[config.mk]
export PLATFORM = sky130hd
export DESIGN_NAME = uart_frame_rx_param
export DESIGN_NICKNAME = d
export VERILOG_FILES = /design/src/rtl/uart_frame_rx_param.sv
export SDC_FILE = /design/constraint.sdc
export NUM_CORES = 1
export LEC_CHECK = 0
export CAP_MARGIN = 10
export CORE_AREA = 4 4 140 142
export CTS_CLUSTER_SIZE = 40
export DETAILED_ROUTE_END_ITERATION = 12
export DIE_AREA = 0 0 144 146
export GPL_TIMING_DRIVEN = 0
export PLACE_DENSITY = 0.83
export REMOVE_ABC_BUFFERS = 1
export SYNTH_ARGS = -nofsm -noshare
export SYNTH_HDL_FRONTEND = slang
export SYNTH_SLANG_ARGS = --single-unit
[constraint.sdc]
create_clock -name sys_clk -period 14.2 [get_ports sys_clk]
set_input_delay 1.42 -clock sys_clk [delete_from_list [all_inputs] [get_ports sys_clk]]
set_output_delay 1.42 -clock sys_clk [all_outputs]
set_load 0.01 [all_outputs]
[src/rtl/uart_frame_rx_param.sv]
// uart_frame_rx_param: 8N1 byte receiver plus fixed-length frame parser.
// A frame is HEADER, PAYLOAD_LEN payload bytes, CRC8, TAIL. A good frame
// updates payload_data and pulses frame_valid. Every abort or bad frame
// writes a status code and bumps a saturating error counter.
`timescale 1ns/1ps
module uart_frame_rx_param #(
    parameter int          CLK_FREQ     = 50_000_000,
    parameter int          UART_BPS     = 115200,
    parameter int          PAYLOAD_LEN  = 11,
    parameter logic [7:0]  HEADER       = 8'h55,
    parameter logic [7:0]  TAIL         = 8'hAA,
    parameter logic [7:0]  CRC_POLY     = 8'h07,
    parameter logic [7:0]  CRC_INIT     = 8'h00,
    parameter int          TIMEOUT_BITS = 20
) (
    input  logic                     sys_clk,
    input  logic                     sys_rst_n,
    input  logic                     uart_rxd,
    output logic [7:0]               byte_data,
    output logic                     byte_valid,
    output logic                     frame_busy,
    output logic [8*PAYLOAD_LEN-1:0] payload_data,
    output logic                     frame_valid,
    output logic [7:0]               status,
    output logic [15:0]              err_cnt
);

    localparam int BPS_CNT   = CLK_FREQ / UART_BPS;
    localparam int HALF_CNT  = BPS_CNT / 2;
    localparam int CW        = $clog2(BPS_CNT + 1);
    localparam int PW        = 8 * PAYLOAD_LEN;
    localparam int IW        = $clog2(PAYLOAD_LEN + 1);
    localparam int TMO_LIMIT = TIMEOUT_BITS * BPS_CNT;
    localparam int TW        = $clog2(TMO_LIMIT + 1);

    localparam logic [7:0] ST_GOOD    = 8'h01;
    localparam logic [7:0] ST_BADTAIL = 8'h02;
    localparam logic [7:0] ST_TIMEOUT = 8'h03;
    localparam logic [7:0] ST_BADCRC  = 8'h04;
    localparam logic [7:0] ST_FRAMING = 8'h05;

    typedef enum logic [1:0] {BYTE_IDLE, BYTE_START, BYTE_DATA, BYTE_STOP} byte_state_t;
    typedef enum logic [1:0] {HUNT, PAYLOAD, CRC, TAIL_ST} frame_state_t;

    byte_state_t  byte_state;
    frame_state_t frame_state;

    logic [2:0]    rxd_sync;
    logic          rx_bit;
    logic          rx_fall;
    logic [CW-1:0] bit_cnt;
    logic [2:0]    bit_idx;
    logic [7:0]    shift_reg;
    logic          frame_err;

    logic [7:0]    crc;
    logic          crc_bad;
    logic [IW-1:0] idx;
    logic [TW-1:0] tmo_cnt;
    logic [PW-1:0] payload_buf;

    // One step of MSB-first CRC8: fold in a whole byte, then shift 8 times.
    function automatic logic [7:0] crc8_next(input logic [7:0] crc_in, input logic [7:0] data);
        logic [7:0] c;
        c = crc_in ^ data;
        for (int i = 0; i < 8; i++) begin
            c = c[7] ? ((c << 1) ^ CRC_POLY) : (c << 1);
        end
        return c;
    endfunction

    // Error counter increment that sticks at all-ones.
    function automatic logic [15:0] sat_inc(input logic [15:0] v);
        return (v == 16'hFFFF) ? v : v + 16'd1;
    endfunction

    assign rx_bit  = rxd_sync[1];
    assign rx_fall = rxd_sync[2] & ~rxd_sync[1];

    // Two-flop synchroniser plus one delayed copy for falling-edge detection.
    always_ff @(posedge sys_clk or posedge sys_rst_n) begin
        if (sys_rst_n) begin
            rxd_sync <= 3'b111;
        end else begin
            rxd_sync <= {rxd_sync[1:0], uart_rxd};
        end
    end

    // Byte receiver: mid-bit sampling, glitch rejection and stop-bit check.
    always_ff @(posedge sys_clk or posedge sys_rst_n) begin
        if (sys_rst_n) begin
            byte_state <= BYTE_IDLE;
            bit_cnt    <= '0;
            bit_idx    <= '0;
            shift_reg  <= '0;
            byte_data  <= '0;
            byte_valid <= 1'b0;
            frame_err  <= 1'b0;
        end else begin
            byte_valid <= 1'b0;
            frame_err  <= 1'b0;
            case (byte_state)
                BYTE_IDLE: begin
                    bit_cnt <= '0;
                    if (rx_fall) begin
                        byte_state <= BYTE_START;
                    end
                end
                BYTE_START: begin
                    if (bit_cnt == CW'(HALF_CNT) && rx_bit) begin
                        byte_state <= BYTE_IDLE;
                        bit_cnt    <= '0;
                    end else if (bit_cnt == CW'(BPS_CNT - 1)) begin
                        byte_state <= BYTE_DATA;
                        bit_cnt    <= '0;
                        bit_idx    <= '0;
                    end else begin
                        bit_cnt <= bit_cnt + 1'b1;
                    end
                end
                BYTE_DATA: begin
                    if (bit_cnt == CW'(HALF_CNT)) begin
                        shift_reg <= {rx_bit, shift_reg[7:1]};
                    end
                    if (bit_cnt == CW'(BPS_CNT - 1)) begin
                        bit_cnt <= '0;
                        if (bit_idx == 3'd7) begin
                            byte_state <= BYTE_STOP;
                        end else begin
                            bit_idx <= bit_idx + 1'b1;
                        end
                    end else begin
                        bit_cnt <= bit_cnt + 1'b1;
                    end
                end
                BYTE_STOP: begin
                    if (bit_cnt == CW'(HALF_CNT)) begin
                        if (rx_bit) begin
                            byte_valid <= 1'b1;
                            byte_data  <= shift_reg;
                        end else begin
                            frame_err <= 1'b1;
                        end
                        byte_state <= BYTE_IDLE;
                        bit_cnt    <= '0;
                    end else begin
                        bit_cnt <= bit_cnt + 1'b1;
                    end
                end
                default: byte_state <= BYTE_IDLE;
            endcase
        end
    end

    // Frame parser: header hunt, payload/CRC collection, tail check,
    // inter-byte timeout and framing-error aborts. A received byte always
    // takes priority over a timeout expiring in the same cycle.
    // tmo_cnt holds the number of cycles elapsed since the last byte strobe,
    // so the abort fires on the edge where that count reaches TMO_LIMIT.
    always_ff @(posedge sys_clk or posedge sys_rst_n) begin
        if (sys_rst_n) begin
            frame_state  <= HUNT;
            crc          <= '0;
            crc_bad      <= 1'b0;
            idx          <= '0;
            tmo_cnt      <= '0;
            payload_buf  <= '0;
            payload_data <= '0;
            frame_valid  <= 1'b0;
            frame_busy   <= 1'b0;
            status       <= '0;
            err_cnt      <= '0;
        end else begin
            frame_valid <= 1'b0;
            if (frame_state == HUNT) begin
                tmo_cnt <= '0;
                if (byte_valid && byte_data == HEADER) begin
                    crc         <= CRC_INIT;
                    idx         <= '0;
                    frame_busy  <= 1'b1;
                    tmo_cnt     <= TW'(1);
                    frame_state <= PAYLOAD;
                end
            end else if (byte_valid) begin
                tmo_cnt <= TW'(1);
                case (frame_state)
                    PAYLOAD: begin
                        payload_buf <= PW'({byte_data, payload_buf} >> 8);
                        crc         <= crc8_next(crc, byte_data);
                        if (idx == IW'(PAYLOAD_LEN - 1)) begin
                            frame_state <= CRC;
                        end else begin
                            idx <= idx + 1'b1;
                        end
                    end
                    CRC: begin
                        crc_bad     <= (byte_data != crc);
                        frame_state <= TAIL_ST;
                    end
                    TAIL_ST: begin
                        tmo_cnt     <= '0;
                        frame_busy  <= 1'b0;
                        frame_state <= HUNT;
                        if (byte_data != TAIL) begin
                            status  <= ST_BADTAIL;
                            err_cnt <= sat_inc(err_cnt);
                        end else if (crc_bad) begin
                            status  <= ST_BADCRC;
                            err_cnt <= sat_inc(err_cnt);
                        end else begin
                            status       <= ST_GOOD;
                            payload_data <= payload_buf;
                            frame_valid  <= 1'b1;
                        end
                    end
                    default: frame_state <= HUNT;
                endcase
            end else if (frame_err) begin
                tmo_cnt     <= '0;
                frame_busy  <= 1'b0;
                frame_state <= HUNT;
                status      <= ST_FRAMING;
                err_cnt     <= sat_inc(err_cnt);
            end else if (tmo_cnt == TW'(TMO_LIMIT - 1)) begin
                tmo_cnt     <= '0;
                frame_busy  <= 1'b0;
                frame_state <= HUNT;
                status      <= ST_TIMEOUT;
                err_cnt     <= sat_inc(err_cnt);
            end else begin
                tmo_cnt <= tmo_cnt + 1'b1;
            end
        end
    end

endmodule

==> results of run 1 <==
==> Yosys cell counts, drive strengths merged, types with 3 or more instances <==
cell,number
nand2,292
dfrtp,258
mux2,110
nor2,37
buf,27
xor2,26
xnor2,19
inv,18
nand3,18
clkbuf,15
ha,15
a21oi,14
o21ai,12
nor4,9
o22ai,8
nand4,7
nor3,7
and3,5
nand2b,5
or3,5
a31oi,3
and2,3
dfstp,3
nand3b,3
nand4bb,3
nor2b,3
nor4b,3
==> final cells by class <==
cell class              instances  area (sq um)
fillers                      1268          5280
multi-input cells             636          4020
flip-flops and latches        261          6540
inverters                      18          75.1
clock inverters                14           203
clock buffers                  34           732
well taps                     234           293
repair buffers                125          1320
==> metal layers <==
layer | vias up | track usage, % | part of all wire, %
met3 | 25 | 3.29 | 5.2
met2 | 172 | 33.5 | 49
met5 | - | 0 | 0
li1 | 3379 | - | -
met4 | 0 | 3.53 | 1.2
met1 | 3534 | 27.7 | 45
==> stage by stage <==
stage | worst slack [ps] | instances
2_1_floorplan | 5600 | 915
3_3_place_gp | 2560 | 1269
3_5_place_dp | 11350 | 1274
4_1_cts | 11080 | 1322
5_1_grt | 11020 | 1322
6_report | 11120 | 1322
==> power by group through the flow <==
stage	Clock [mW]	Sequential (mW)	Combinational [mW]
floorplan	0	0.761	0.0139
finish	0.730	0.747	0.0200
global placement	0	0.761	0.0187
global route	0.780	0.747	0.0237
CTS	0.745	0.747	0.0215
detailed placement	0	0.761	0.0213
==> cells by family (layout without fill, tap and decap cells) <==
| family | Yosys count | count (layout) | synth area share, % |
|---|---|---|---|
| muxes | 111 | 111 | 11.5 |
| DFF | 261 | 261 | 60.4 |
| adders and majority gates | 15 | 15 | 1.74 |
| buffers and inverters | 60 | 191 | 2.68 |
| and+or+nand+nor | 408 | 408 | 16.6 |
| other | 1 | 5 | 0.0347 |
| xor gates and xnor gates | 47 | 47 | 4.08 |
| AOI/OAI and AO/OA | 50 | 50 | 2.92 |
==> how the worst min path moves through the flow <==
stage / end / slack, ps / cells after the start
2_1_floorplan: rxd_sync[1] / 350 / 0
3_3_place_gp: rxd_sync[1] / 350 / 0
3_5_place_dp: rxd_sync[1] / 350 / 0
4_1_cts: rxd_sync[1] / 360 / 0
5_1_grt: rxd_sync[1] / 370 / 0
6_report: rxd_sync[1] / 360 / 0
==> flow_summary.json, run 1 <==
{
  "rsz_0062_raised_after_global_routing": "no",
  "routed_wirelength_um": 20600,
  "clk-insertion-delay-late_ps": 510,
  "slowest_delay_ps": 620,
  "layout_min_cycle_time_ps": 3080,
  "total_power_mw": 1.50,
  "setup.worst_path.end_class": "output port",
  "netlist.area_leader.share_pct": 59.7,
  "cp_data_arrival_time_ps": 1660,
  "setup_total_negative_slack_ps": 0,
  "syn_area_sq_mm": 0.0108,
  "antenna_found_initial": 0,
  "drv_cap": 0,
  "cellPowerDensity_mw_per_mm2": 114,
  "hold_path.startpoint": "rxd_sync[0]",
  "hpwl_um": 13000,
  "cts_repair_resizes": 0,
  "rr_worst_depth": 6,
  "number_of_synthesized_register_bits": 261,
  "maximum_number_of_pins_on_one_net_before_global_route_repair": 114,
  "power.internal_mw": 1.20,
  "mostFrequentLayoutCell": "nand2_1",
  "tritoncts": "yes",
  "combPwrFrac_pct": 1.3,
  "power.share.clock_pct": 48.8,
  "first_pass_grt_wire_length_um": 35200,
  "postRouteAntennaNets": 0,
  "mostFrequentLayoutCells": "291 x nand2_1, 258 x dfrtp_1, 120 x clkdlybuf4s50_1",
  "run_status": "finished clean",
  "synth.avg_cell_area_sq_um": 11.3,
  "antenna_diode_count": 0,
  "max-vdd-ir-drop_mv": 0.123,
  "fin_worst_hold_slack_ps": 357,
  "cts.repair_timing.setup_buffer_count": 0,
  "worstReg2RegStart": "frame_state[0]",
  "rrSetupSlack_ps": 11400,
  "htree_levels": 1,
  "postSynth.topFlopCell": "dfrtp_1",
  "initial_core_util_pct": 58.6,
  "static-leakage-power_nw": 6.51,
  "net-switching-power_uw": 294,
  "number_of_flops_mapped_to_enable_cells_by_yosys": 0,
  "worstSetupStartpointType": "register",
  "drive_above_1_share_pct": 16.1,
  "syn_to_final_growth_pct": 21.9,
  "detailroute.via_count": 7110,
  "finalNetCount": 1087,
  "drc": 0,
  "io_buffer_count": 120,
  "floorplan.die_area_sq_mm": 0.0210,
  "clock_input_transition_at_the_sequential_cells_of_the_worst_setup_and_hold_paths_ps": 60,
  "worst_path_cell_with_the_longest_stage_delay": "clkdlybuf4s50_1",
  "groute.usage.overall_pct": 19.9,
  "synth_seq_area_share_pct": 60.4,
  "synthCells": 953,
  "top_flop_regs": "payload_buf: 88 flops, payload_data: 88 flops, err_cnt: 16 flops",
  "synth_top_cells_by_area": "dfrtp_1 60%, mux2_2 11%, nand2_1 10%",
  "hold_viol": 0,
  "final_core_util_pct": 71.4,
  "timing.final.max_slew_violations": 0,
  "cp_cell_sequence": "clkdlybuf4s50_1",
  "clock-skew-final_ps": 9.76,
  "floorplan.core_area_sq_mm": 0.0185,
  "crit_path_depth": 1,
  "cts_inserted_buffers": 27,
  "rr_endpoint": "payload_data[45]",
  "power.switching_fraction_pct": 19.6,
  "worst-slew-pin-transition_ps": 783,
  "critPathTopFamily": "buffers and inverters",
  "drt-pass1-iter-count": 4,
  "cp_num_buf_inv": 1,
  "cts_hold_buf": 0,
  "worst_setup_path_endpoint": "byte_data[3]",
  "timing_worst_setup_path_type": "reg -> out",
  "finalWeightedCongestion": 0.767,
  "holdCritPathClass": "reg -> reg",
  "synth_warnings": 0,
  "path_max_fanout": 6,
  "fp-row-count": 50,
  "die_width_um": 144,
  "wl_per_cell_um": 15.5,
  "synth_async_sr_flop_share_pct": 100,
  "post-route-period-util_pct": 21.7,
  "worst_ep_required_time_ps": 12780,
  "cts_buffer_depth": 3,
  "setup_viol_count_final": 0,
  "part_of_the_power_in_registers_pct": 49.9,
  "detailedRoute.firstIterationViolations": 392,
  "placed_area_sq_mm": 0.0122,
  "stdcell_area_sq_mm": 0.0132,
  "number_of_distinct_library_cells_after_synthesis": 55,
  "tritoncts_num_sinks": 261,
  "die_height_um": 146,
  "grt_pass1_vias": 7249,
  "crit_path_start": "byte_data[3]",
  "fmax_ghz": 0.324,
  "relSlewSlack_pct": 47.8,
  "viasPerCell": 5.38,
  "total_grt_overflow": 0,
  "floorplan.io_pins": 126,
  "clock-root-buffer": "clkbuf_16",
  "post-synth-top-area-cell": "dfrtp_1"
}
(Power assumes the default switching activity.)
==> run 2: changes to the inputs <==
--- a/config.mk
+++ b/config.mk
@@ -6,12 +6,12 @@
 export NUM_CORES = 1
 export LEC_CHECK = 0
 export CAP_MARGIN = 10
-export CORE_AREA = 4 4 140 142
+export CORE_AREA = 4 4 144 146
 export CTS_CLUSTER_SIZE = 40
 export DETAILED_ROUTE_END_ITERATION = 12
-export DIE_AREA = 0 0 144 146
+export DIE_AREA = 0 0 148 150
 export GPL_TIMING_DRIVEN = 0
-export PLACE_DENSITY = 0.83
+export PLACE_DENSITY = 0.79
 export REMOVE_ABC_BUFFERS = 1
 export SYNTH_ARGS = -nofsm -noshare
 export SYNTH_HDL_FRONTEND = slang
==> constraint.sdc (replaced) <==
create_clock -name sys_clk -period 3.2 [get_ports sys_clk]
set_input_delay 0.32 -clock sys_clk [delete_from_list [all_inputs] [get_ports sys_clk]]
set_output_delay 0.32 -clock sys_clk [all_outputs]
set_load 0.01 [all_outputs]
==> run 2 against run 1 <==
Effect of this change:
- sequential cell count unchanged
- die area increased by 5.6%
- core utilization decreased by 3.4 points
- count of clock-buffer cells in the layout increased by 7
- sequential share of layout area about the same
- sequential power increased to 4.4 times the previous value
- combinational power increased to 4.4 times the previous value
- critical path type is now reg -> reg
==> flow_summary.json, run 2 (same netlist as run 1, synthesis figures left out) <==
{
  "layout_min_cycle_time_ps": 2650,
  "setup_total_negative_slack_ps": 0,
  "rr_endpoint": "payload_data[28]",
  "worstSetupStartpointType": "register",
  "static-leakage-power_nw": 6.49,
  "hpwl_um": 13000,
  "cellPowerDensity_mw_per_mm2": 492,
  "worst_path_cell_with_the_longest_stage_delay": "and3_4",
  "placed_area_sq_mm": 0.0123,
  "path_max_fanout": 65,
  "hold_path.startpoint": "uart_rxd",
  "max-vdd-ir-drop_mv": 0.439,
  "die_height_um": 150,
  "tritoncts": "yes",
  "final-seq-area_sq_mm": 0.00654,
  "cp_num_buf_inv": 2,
  "cp_data_arrival_time_ps": 3040,
  "cts_inserted_buffers": 27,
  "die_width_um": 148,
  "viasPerCell": 5.24,
  "grt_pass1_vias": 7155,
  "holdCritPathClass": "in -> reg",
  "top_flop_regs": "payload_buf: 88 flops, payload_data: 88 flops, err_cnt: 16 flops",
  "maximum_number_of_pins_on_one_net_before_global_route_repair": 100,
  "cts_repair_resizes": 0,
  "multi_input_comb_area_sq_mm": 0.00402,
  "layout.filler_cells": 1447,
  "rrSetupSlack_ps": 550,
  "rr_worst_depth": 6,
  "clock-skew-final_ps": 14.7,
  "post-route-period-util_pct": 82.8,
  "io_buffer_count": 120,
  "power.internal_mw": 5.21,
  "total_grt_overflow": 0,
  "power.share.clock_pct": 47.5,
  "worst_slack_ps": 551,
  "floorplan.io_pins": 126,
  "fmax_ghz": 0.378,
  "drc": 0,
  "slowest_delay_ps": 550,
  "net-switching-power_mw": 1.28,
  "floorplan.core_area_sq_mm": 0.0194,
  "first_pass_grt_wire_length_um": 35300,
  "finalNetCount": 1087,
  "tritoncts_num_sinks": 261,
  "setup.worst_path.end_class": "register",
  "detailroute.via_count": 7077,
  "critPathTopFamily": "simple AND/OR/NAND/NOR gates",
  "mostFrequentLayoutCells": "291 x nand2_1, 258 x dfrtp_1, 120 x clkdlybuf4s50_1",
  "total_power_mw": 6.49,
  "drive_above_1_share_pct": 15.7,
  "floorplan.die_area_sq_mm": 0.0222,
  "stdcell_area_sq_mm": 0.0132,
  "worst_ep_required_time_ps": 3590,
  "run_status": "finished clean",
  "cp_cell_sequence": "inv_1, ha_1, nor2b_1, and3_4, buf_16, mux2_2",
  "cts_hold_buf": 0,
  "drt-pass1-iter-count": 4,
  "cts_buffer_depth": 3,
  "timing_worst_setup_path_type": "reg -> reg",
  "htree_levels": 1,
  "detailedRoute.firstIterationViolations": 324,
  "timing.final.max_slew_violations": 0,
  "clock-root-buffer": "clkbuf_16",
  "hold_viol": 0,
  "part_of_the_power_in_registers_pct": 51.1,
  "antenna_found_initial": 0,
  "worst-slew-pin-transition_ps": 649,
  "wl_per_cell_um": 15.3,
  "hold_depth": 1,
  "timing.hold.worst_endpoint": "rxd_sync[0]",
  "power.switching_fraction_pct": 19.7,
  "fp-row-count": 51,
  "clock_input_transition_at_the_sequential_cells_of_the_worst_setup_and_hold_paths_ps": 60,
  "layoutNonFillerInstCount": 1351,
  "place_ws_ps": 575,
  "antenna_diode_count": 0,
  "mostFrequentLayoutCell": "nand2_1",
  "postRouteAntennaNets": 0,
  "syn_to_final_growth_pct": 22.0,
  "setup_viol_count_final": 0,
  "routed_wirelength_um": 20600,
  "groute.usage.overall_pct": 19.0,
  "clk-insertion-delay-late_ps": 520,
  "cts.repair_timing.setup_buffer_count": 0,
  "combPwrFrac_pct": 1.4,
  "initial_core_util_pct": 55.7,
  "rsz_0062_raised_after_global_routing": "no",
  "worstReg2RegStart": "frame_state[0]",
  "relSlewSlack_pct": 56.6,
  "finalWeightedCongestion": 0.773,
  "drv_cap": 0,
  "placed_cells_incl_taps": 1305
}
==> run 2: cell types whose count changed in the layout (fill, tap and decap cells not counted), sizes merged <==
| cell | before | now |
|---|---|---|
| clkbuf | 34 | 41 |
| clkinv | 6 | 1 |
| bufinv | 5 | 2 |
| clkinvlp | 3 | 1 |
| inv | 18 | 19 |
==> run 2: final cells by class <==
class | count | area share, %
sequential | 261 | 49.5
inverter | 18 | 0.569
clock buffer | 41 | 6.13
tap | 265 | 2.51
timing repair buffer | 125 | 10.2
clock inverter | 5 | 0.617
multi-input combinational | 636 | 30.5
==> run 2: power by group through the flow <==
stage,sequential [mW],combinational (mW),clock (mW)
floorplan,3.37,0.0619,0
global placement,3.38,0.0835,0
detailed placement,3.38,0.0945,0
CTS,3.32,0.0940,3.17
global route,3.31,0.106,3.31
finish,3.32,0.0887,3.08
==> run 2: how the worst max path moves through the flow <==
stage | startpoint | end | depth (start not counted) | slack (ps)
floorplan | sys_rst_n | async pin | 1 | -4300
global placement | sys_rst_n | bit_cnt[0] | 2 | -7370
detailed placement | frame_state[0] | payload_data[41] | 6 | 580
CTS | frame_state[0] | payload_data[28] | 6 | 550
global route | frame_state[1] | frame_state[1] | 8 | 370
finish | frame_state[0] | payload_data[28] | 6 | 550
==> run 2: through the flow <==
step           hold WS (ps)  utilization, %
5_1_grt                 201            68.0
6_report                210            68.0
3_5_place_dp            348            63.4
2_1_floorplan           324               -
4_1_cts                 186            68.0
3_3_place_gp            347            62.6
==> run 2: routing by layer <==
layer	up-vias	global-route usage (%)	part of all wire, %
met5	-	0	0
met4	0	3.60	1.2
met3	24	3.24	5.1
met2	142	31.9	49
met1	3511	26.4	44
li1	3400	-	-
==> run 2: worst reg2reg max path: cells and delay by family, from the launching register on <==
kind | cells | cell delay (ps)
fa+ha+maj | 1 | 240
buf+inv | 2 | 450
flops | 1 | 370
mux | 1 | 420
simple gates | 2 | 1030
==> run 3: changes to the inputs <==
==> constraint.sdc (replaced) <==
create_clock -name sys_clk -period 2.65 [get_ports sys_clk]
set_input_delay 0.265 -clock sys_clk [delete_from_list [all_inputs] [get_ports sys_clk]]
set_output_delay 0.265 -clock sys_clk [all_outputs]
set_load 0.01 [all_outputs]
==> run 3 against run 2 <==
Effect of this change:
- sequential power rose by 20%
- global-route usage is the same
- core utilization barely moved
- first-iteration DRC count shrank 2.5%
- clock power grew 21%
- cell count unchanged
- non-clock buffer count unchanged
- cell area is essentially flat
- die area stayed put
==> flow_summary.json, run 3 (same netlist as run 1, synthesis figures left out) <==
{
  "run_status": "finished clean",
  "relSlewSlack_pct": 56.6,
  "path_max_fanout": 65,
  "part_of_the_power_in_registers_pct": 51.1,
  "floorplan.core_area_sq_mm": 0.0194,
  "setup.worst_path.end_class": "register",
  "power.internal_mw": 6.29,
  "worst_ep_required_time_ps": 3040,
  "io_buffer_count": 120,
  "clock-skew-final_ps": 14.5,
  "htree_levels": 1,
  "syn_to_final_growth_pct": 22.0,
  "placed_area_sq_mm": 0.0123,
  "timing.final.max_slew_violations": 0,
  "rr_worst_depth": 5,
  "maximum_number_of_pins_on_one_net_before_global_route_repair": 100,
  "clock_input_transition_at_the_sequential_cells_of_the_worst_setup_and_hold_paths_ps": 60,
  "holdCritPathClass": "in -> reg",
  "power.share.clock_pct": 47.5,
  "setup_total_negative_slack_ps": 0,
  "timing_worst_setup_path_type": "reg -> reg",
  "first_pass_grt_wire_length_um": 35300,
  "viasPerCell": 5.24,
  "mostFrequentLayoutCells": "291 x nand2_1, 258 x dfrtp_1, 120 x clkdlybuf4s50_1",
  "static-leakage-power_nw": 6.49,
  "finalNetCount": 1087,
  "routed_wirelength_um": 20600,
  "groute.usage.overall_pct": 19.0,
  "cellPowerDensity_mw_per_mm2": 594,
  "cts_inserted_buffers": 27,
  "die_width_um": 148,
  "wl_per_cell_um": 15.3,
  "total_grt_overflow": 0,
  "worst_path_cell_with_the_longest_stage_delay": "dfrtp_1",
  "drc": 0,
  "antenna_found_initial": 0,
  "clock-root-buffer": "clkbuf_16",
  "fp-row-count": 51,
  "tritoncts": "yes",
  "worstSetupStartpointType": "register",
  "layout_min_cycle_time_ps": 2500,
  "hold_depth": 1,
  "net-switching-power_mw": 1.55,
  "tritoncts_num_sinks": 261,
  "cp_cell_sequence": "nand4bb_1, nor3_2, and3_4, buf_16, mux2_2",
  "cp_data_arrival_time_ps": 2890,
  "worst_slack_ps": 151,
  "cts_buffer_depth": 3,
  "fin_worst_hold_slack_ps": 155,
  "initial_core_util_pct": 55.7,
  "critPathTopFamily": "simple AND/OR/NAND/NOR gates",
  "drt-pass1-iter-count": 4,
  "worst-slew-pin-transition_ps": 649,
  "rsz_0062_raised_after_global_routing": "no",
  "fmax_ghz": 0.400,
  "crit_path_depth": 5,
  "total_power_mw": 7.84,
  "detailroute.via_count": 7079,
  "drv_cap": 0,
  "combPwrFrac_pct": 1.4,
  "finalWeightedCongestion": 0.773,
  "place_ws_ps": 25.2,
  "detailedRoute.firstIterationViolations": 316,
  "max-vdd-ir-drop_mv": 0.530,
  "die_height_um": 150,
  "postRouteAntennaNets": 0,
  "stdcell_area_sq_mm": 0.0132,
  "slowest_delay_ps": 500,
  "post-route-period-util_pct": 94.3,
  "hpwl_um": 13000,
  "antenna_diode_count": 0,
  "floorplan.io_pins": 126,
  "mostFrequentLayoutCell": "nand2_1",
  "setup_viol_count_final": 0,
  "drive_above_1_share_pct": 15.8,
  "hold_viol": 0,
  "power.switching_fraction_pct": 19.7,
  "floorplan.die_area_sq_mm": 0.0222,
  "cp_num_buf_inv": 1,
  "clk-insertion-delay-late_ps": 520,
  "top_flop_regs": "payload_buf: 88 flops, payload_data: 88 flops, err_cnt: 16 flops",
  "grt_pass1_vias": 7155
}
## run 3: cell count changes in the layout (fill, tap and decap cells not counted)
cell / change
nor2b_2: +1
nor2b_1: -1
## run 3: final cells by class
type                    count  area, sq um
multi-input cells         636         4020
inverters                  18         75.1
fillers                  1446         6210
clock inverters             5         81.3
well taps                 265          332
clock buffers              41          808
flip-flops and latches    261         6540
repair buffers            125         1340
## run 3: worst register-to-register path, cell delays in order (launching register included)
cell and delay, ps:
dfrtp_1 500, nand4bb_1 310, nor3_2 290, and3_4 500, buf_16 360, mux2_2 420
## run 3: power by group through the flow
| stage | clock network, mW | registers (mW) | logic, mW |
|---|---|---|---|
| after floorplan | 0 | 4.08 | 0.0747 |
| after global placement | 0 | 4.08 | 0.101 |
| after detailed placement | 0 | 4.08 | 0.114 |
| after CTS | 3.83 | 4.00 | 0.113 |
| after global routing | 4.00 | 4.00 | 0.128 |
| final | 3.73 | 4.00 | 0.107 |
## run 3: path summary, 6_finish.rpt
kind                                    end          from  slack (ps)
setup / recovery           payload_data[28]  byte_data[6]         150
hold / removal                  rxd_sync[0]      uart_rxd         150
setup reg to reg           payload_data[28]  byte_data[6]         150
hold reg to reg                 rxd_sync[1]   rxd_sync[0]         360
max in group asynchronous       rxd_sync[2]     sys_rst_n        1540
min in group asynchronous   payload_buf[29]     sys_rst_n         220
## run 3: what timing repair did
item                       in CTS  in global routing
setup endpoints to repair       0                 70
hold buffers                    0                  0
buffers inserted                0                  0
gates resized for setup         0                  1
## run 3: metal layers
layer / global-route usage, % / up-vias / share of wire [%]
li1: - / 3402 / -
met1: 26.4 / 3508 / 44
met2: 31.9 / 145 / 49
met3: 3.24 / 24 / 5.2
met4: 3.60 / 0 / 1.2
met5: 0 / - / 0
## run 3: stage by stage
| step | util [%] | cells |
|---|---|---|
| 2_1_floorplan | - | 915 |
| 3_3_place_gp | 62.6 | 1300 |
| 3_5_place_dp | 63.4 | 1305 |
| 4_1_cts | 68.0 | 1351 |
| 5_1_grt | 68.0 | 1351 |
| 6_report | 68.0 | 1351 |
